==> src/rtl/tbu_param.sv <==
// rtl/tbu_param.sv - parametrised Viterbi traceback unit with LIFO output reversal
//
// Walks the survivor RAM backwards from (StartPage, StartState), one trellis
// step per READ/CAPTURE pair. The first TB_DEPTH steps only converge the path;
// the next DEC_LEN decision bits are pushed into a LIFO and then streamed out
// oldest-first over a valid/ready handshake.
//
// Ports:
//   Clock, Reset        single clock, synchronous active-high reset
//   Start               begin a traceback (sampled only while idle)
//   StartPage           page of the newest trellis step, captured with Start
//   StartState          initial trellis state, captured with Start
//   RamRd, RamAddr      survivor RAM read strobe and {page, state upper bits}
//   RamData             survivor word, valid the cycle after RamRd
//   DataOut, DataValid  decoded bit stream towards the sink
//   DataReady           sink accepts the current bit
//   DataLast            marks the final bit of the block
//   Busy                high while a traceback or drain is in progress
//   Done                one-cycle pulse after the last bit is accepted

module tbu_param #(
  parameter int WD_STATE = 8,
  parameter int WD_WORD  = 8,
  parameter int WD_PAGE  = 6,
  parameter int TB_DEPTH = 63,
  parameter int DEC_LEN  = 16,
  localparam int WD_SEL  = $clog2(WD_WORD),
  localparam int WD_ADDR = WD_PAGE + WD_STATE - WD_SEL
) (
  input  logic                Clock,
  input  logic                Reset,
  input  logic                Start,
  input  logic [WD_PAGE-1:0]  StartPage,
  input  logic [WD_STATE-1:0] StartState,
  output logic                RamRd,
  output logic [WD_ADDR-1:0]  RamAddr,
  input  logic [WD_WORD-1:0]  RamData,
  output logic                DataOut,
  output logic                DataValid,
  input  logic                DataReady,
  output logic                DataLast,
  output logic                Busy,
  output logic                Done
);

  localparam int N_STEPS = TB_DEPTH + DEC_LEN;
  localparam int WD_STEP = $clog2(N_STEPS + 1);
  localparam int WD_CNT  = $clog2(DEC_LEN + 1);

  typedef enum logic [1:0] {
    S_IDLE,
    S_READ,
    S_CAPTURE,
    S_DRAIN
  } state_t;

  state_t              r_state;
  logic [WD_STATE-1:0] r_cur;
  logic [WD_PAGE-1:0]  r_page;
  logic [WD_STEP-1:0]  r_step;
  logic [DEC_LEN-1:0]  r_lifo;
  logic [WD_CNT-1:0]   r_cnt;
  logic                r_ram_rd;
  logic [WD_ADDR-1:0]  r_ram_addr;
  logic                r_valid;
  logic                r_done;

  logic                w_bit;
  logic [WD_STATE-1:0] w_nxt;
  logic [WD_PAGE-1:0]  w_page_dec;
  logic                w_keep;
  logic                w_last_step;

  // Survivor decision for the current state, shifted in as the new LSB:
  // walking backwards, the predecessor's MSB is the bit decoded at this step.
  assign w_bit       = RamData[r_cur[WD_SEL-1:0]];
  assign w_nxt       = {r_cur[WD_STATE-2:0], w_bit};
  assign w_page_dec  = r_page - WD_PAGE'(1);
  assign w_keep      = (r_step >= WD_STEP'(TB_DEPTH));
  assign w_last_step = (r_step == WD_STEP'(N_STEPS - 1));

  always_ff @(posedge Clock) begin
    if (Reset) begin
      r_state    <= S_IDLE;
      r_cur      <= '0;
      r_page     <= '0;
      r_step     <= '0;
      r_lifo     <= '0;
      r_cnt      <= '0;
      r_ram_rd   <= 1'b0;
      r_ram_addr <= '0;
      r_valid    <= 1'b0;
      r_done     <= 1'b0;
    end else begin
      r_done   <= 1'b0;
      r_ram_rd <= 1'b0;
      case (r_state)
        S_IDLE: begin
          if (Start) begin
            r_cur      <= StartState;
            r_page     <= StartPage;
            r_step     <= '0;
            r_cnt      <= '0;
            r_ram_rd   <= 1'b1;
            r_ram_addr <= {StartPage, StartState[WD_STATE-1:WD_SEL]};
            r_state    <= S_READ;
          end
        end
        S_READ: begin
          r_state <= S_CAPTURE;
        end
        S_CAPTURE: begin
          r_cur  <= w_nxt;
          r_page <= w_page_dec;
          r_step <= r_step + WD_STEP'(1);
          // LIFO as a shift register: push enters at bit 0, bit 0 is the top.
          if (w_keep) begin
            r_lifo <= (r_lifo << 1) | DEC_LEN'(w_nxt[WD_STATE-1]);
            r_cnt  <= r_cnt + WD_CNT'(1);
          end
          if (w_last_step) begin
            r_valid <= 1'b1;
            r_state <= S_DRAIN;
          end else begin
            // Address for the next step is issued with the read strobe so
            // both are registered outputs during READ.
            r_ram_rd   <= 1'b1;
            r_ram_addr <= {w_page_dec, w_nxt[WD_STATE-1:WD_SEL]};
            r_state    <= S_READ;
          end
        end
        S_DRAIN: begin
          if (DataReady) begin
            r_lifo <= r_lifo >> 1;
            r_cnt  <= r_cnt - WD_CNT'(1);
            if (r_cnt == WD_CNT'(1)) begin
              r_valid <= 1'b0;
              r_done  <= 1'b1;
              r_state <= S_IDLE;
            end
          end
        end
        default: begin
          r_state <= S_IDLE;
        end
      endcase
    end
  end

  assign RamRd     = r_ram_rd;
  assign RamAddr   = r_ram_addr;
  assign DataValid = r_valid;
  assign DataOut   = r_valid & r_lifo[0];
  assign DataLast  = r_valid & (r_cnt == WD_CNT'(1));
  assign Busy      = (r_state != S_IDLE);
  assign Done      = r_done;

endmodule

==> config.mk <==
export PLATFORM = sky130hd
export DESIGN_NAME = tbu_param
export DESIGN_NICKNAME = d
export VERILOG_FILES = /design/src/rtl/tbu_param.sv
export SDC_FILE = /design/constraint.sdc
export NUM_CORES = 1
export LEC_CHECK = 0
export ABC_CLOCK_PERIOD_IN_PS = 3500
export CORE_ASPECT_RATIO = 0.75
export CORE_MARGIN = 5
export CORE_UTILIZATION = 50
export DETAILED_ROUTE_END_ITERATION = 8
export PLACE_DENSITY_LB_ADDON = 0.05
export SLEW_MARGIN = 30
export SYNTH_ARGS = -nofsm -noshare
export SYNTH_HDL_FRONTEND = slang
export SYNTH_SLANG_ARGS = --single-unit
==> constraint.sdc <==
create_clock -name Clock -period 3.5 [get_ports Clock]
set_input_delay 0.875 -clock Clock [delete_from_list [all_inputs] [get_ports Clock]]
set_output_delay 0.875 -clock Clock [all_outputs]
set_load 0.03 [all_outputs]
==> flow_summary.toml <==
[outcome]
status = "finished clean"

[timing]
tightest_slew_ps = 844
fin_crit_ps = 2990
fin_crit_sh_pct = 85.4
whs_ps = 466
slew_headroom_pct = 43.7
setup_viol = 0
clock.fmax_ghz = 0.335
rsz0062_at_grt = "false"
hold_viol = 0
skew_ps = 5.79
fin_setup_tns_ps = 0
maxSlewViolCount = 0

[cells_and_area]
n_antenna_cell = 0
area_growth_pct = 20.4
fin_nets = 403
layout_common_cells = "dfxtp_1, clkdlybuf4s50_1, a21oi_1"
fin_area_mm2 = 0.00368
fill_cells = 521
final_common_cell = "dfxtp_1"
drive_above_1_share_pct = 12.9

[power]
leakage_nw = 1.26
ir_drop_mv = 0.313
p_per_area_mw_per_mm2 = 593

[clocking]
ctsHoldBuffers = 0
htree_levels = 3
cts_setup_buffers = 0
ctsLongestPathBuffers = 2
clkSinkCount = 57
cts_buffers = 9
cts_root_buf = "clkbuf_8"
cts_tree = "built"
clk_pin_slew_ps = 60
clock_latency_ps = 340
postCtsResizedCells = 0

[worst_setup_path]
ff2ff_path_depth = 6
critPathKind = "flip-flop to output pin"
startpoint = "r_cnt[0]$_SDFFE_PP0P_"
slowest_stage = "clkdlybuf4s50_1"
cp_max_fo = 6
worstSetupStartpointType = "flip-flop"
max_stage_delay_ps = 660
arrival_ps = 2110
end_kind = "output pin"
critPathBufInv = 1
path_cells = "ha_1, nor4b_2, and2_1, clkdlybuf4s50_1"
crit_family = "buffers and inverters"
cp_num_cells = 4
required_ps = 2620
r2r-start = "r_state[0]$_SDFFE_PP0P_"

[place]
dpl_cell_area_mm2 = 0.00348
dp_hpwl_um = 4950
portBuffers = 42
gp_congestion = 0.798

[yosys]
synth_top_area_share_pct = 37.3
synthFlopType = "dfxtp_1"
avgSynthCellArea_um2 = 9.23
synthArstFlopShare_pct = 0
post_synth_num_cell_types = 57
syn_inst = 331
ys_top_cells_by_area = "dfxtp_1, mux2i_1, a21oi_1, a211oi_1, a211oi_2"
yosysSeqAreaShare_pct = 37.3
synth-edff-count = 0
synth-seq-cells = 57
yosys.area.top_type = "dfxtp_1"
synth_fp_nets = 367
yosys_warnings = 0
netlist_area_mm2 = 0.00306

[routing]
vias = 2592
wl_per_cell_um = 16.3
drt_iter0_markers = 135
wirelength_um = 7310
ant_nets = 0
route.detailed.drc = 0
drt-pass1-iter-count = 4
post_drt_via_cell_ratio = 5.77

[global_routing]
grt_pass1_vias = 2567
grt_pass1_wl_um = 12500
busiest_layer = "met1"
grt_util_met2_pct = 28.1
grtUsageMet1_pct = 28.4
gr-total-overflow = 0
grt.total_usage_pct = 19.9
use_met3_pct = 7.44
grt_max_degree = 37
antenna_found_initial = 0

[worst_hold_path]
hold_depth = 2
hold_path.class = "flip-flop to flip-flop"
min-delay-start = "RamAddr[9]$_SDFFE_PP0P_"

[die]
die_width_um = 100
core-area_mm2 = 0.00589
start_util_pct = 51.9
rows = 24
pin_count = 43
fp.dieH_um = 77.7
die_area_mm2 = 0.00779

[run]
cap_violations = 0
-- worst reg2reg max path, delay by kind of cell, from the launching register on --
family                   cells  cell delay (ps)
AO/OA/AOI/OAI                2              560
adder cells (fa/ha/maj)      1              360
buffers and inverters        1              360
flip-flops                   1              390
AND/OR/NAND/NOR              2              890
-- cell families (layout without fill, tap and decap cells) --
kind of cell	Yosys count	after routing	share of synthesized area [%]
AND/OR/NAND/NOR	97	97	16.9
AO/OA/AOI/OAI	96	96	23.6
flip-flops	57	57	37.3
buffers and inverters	35	75	5.73
multiplexers	27	27	9.74
adder cells (fa/ha/maj)	10	10	4.09
XOR/XNOR	9	9	2.58
-- state kept, by name, summed over array words and instances, names as in the netlist --
| register | flops |
|---|---|
| r_lifo | 16 |
| RamAddr | 11 |
| r_cur | 7 |
| r_step | 7 |
| r_page | 6 |
| r_cnt | 5 |
| r_state | 2 |
| DataValid | 1 |
| Done | 1 |
| RamRd | 1 |
-- layout make-up --
cell class | count | area [um2] | area share (%)
well taps | 78 | 97.6 | 2.65
flip-flops and latches | 57 | 1140 | 31.0
multi-input cells | 239 | 1740 | 47.3
clock buffers | 12 | 155 | 4.22
repair buffers | 48 | 460 | 12.5
clock inverters | 3 | 40.0 | 1.09
inverters | 12 | 45.0 | 1.22
-- routing by layer --
| metal | routed length, um | share of wire, % |
|---|---|---|
| met3 | 353 | 4.8 |
| met4 | 48 | 0.66 |
| met1 | 3710 | 51 |
| met2 | 3200 | 44 |
| met5 | 0 | 0 |
-- synthesized netlist by cell type (6+ instances only) --
cell type and n:
nor2b_1 6, dfxtp_1 57, clkbuf_1 6, buf_2 11, a211oi_2 10, o21ai_0 6
ha_1 10, nand2_1 19, nor2_1 32, mux2i_1 23, a21oi_1 33, nand4_1 6
inv_1 11, nand3_1 8, xor2_1 6, a211oi_1 21, and2_1 6
-- through the flow --
step | power (mW) | util [%] | std cells | setup WS [ps]
2_1_floorplan | 1.39 | - | 331 | 1530
3_3_place_gp | 1.56 | 59.2 | 434 | 625
3_5_place_dp | 1.58 | 59.2 | 434 | 606
4_1_cts | 2.20 | 62.5 | 449 | 492
5_1_grt | 2.32 | 62.5 | 449 | 347
6_report | 2.18 | 62.5 | 449 | 512
-- report_power, final --
group | internal (mW) | switching [mW]
Combinational | 0.304 | 0.418
Clock | 0.361 | 0.253
Sequential | 0.752 | 0.0947
-- final timing paths --
check             slack [ps]                       to
hold / removal           470  RamAddr[9]$_SDFFE_PP0P_
hold reg to reg          470  RamAddr[9]$_SDFFE_PP0P_
setup / recovery         510                 DataLast
setup reg to reg         890  r_lifo[15]$_SDFFE_PP0P_
Note: power is estimated with default switching activity, not from simulation.
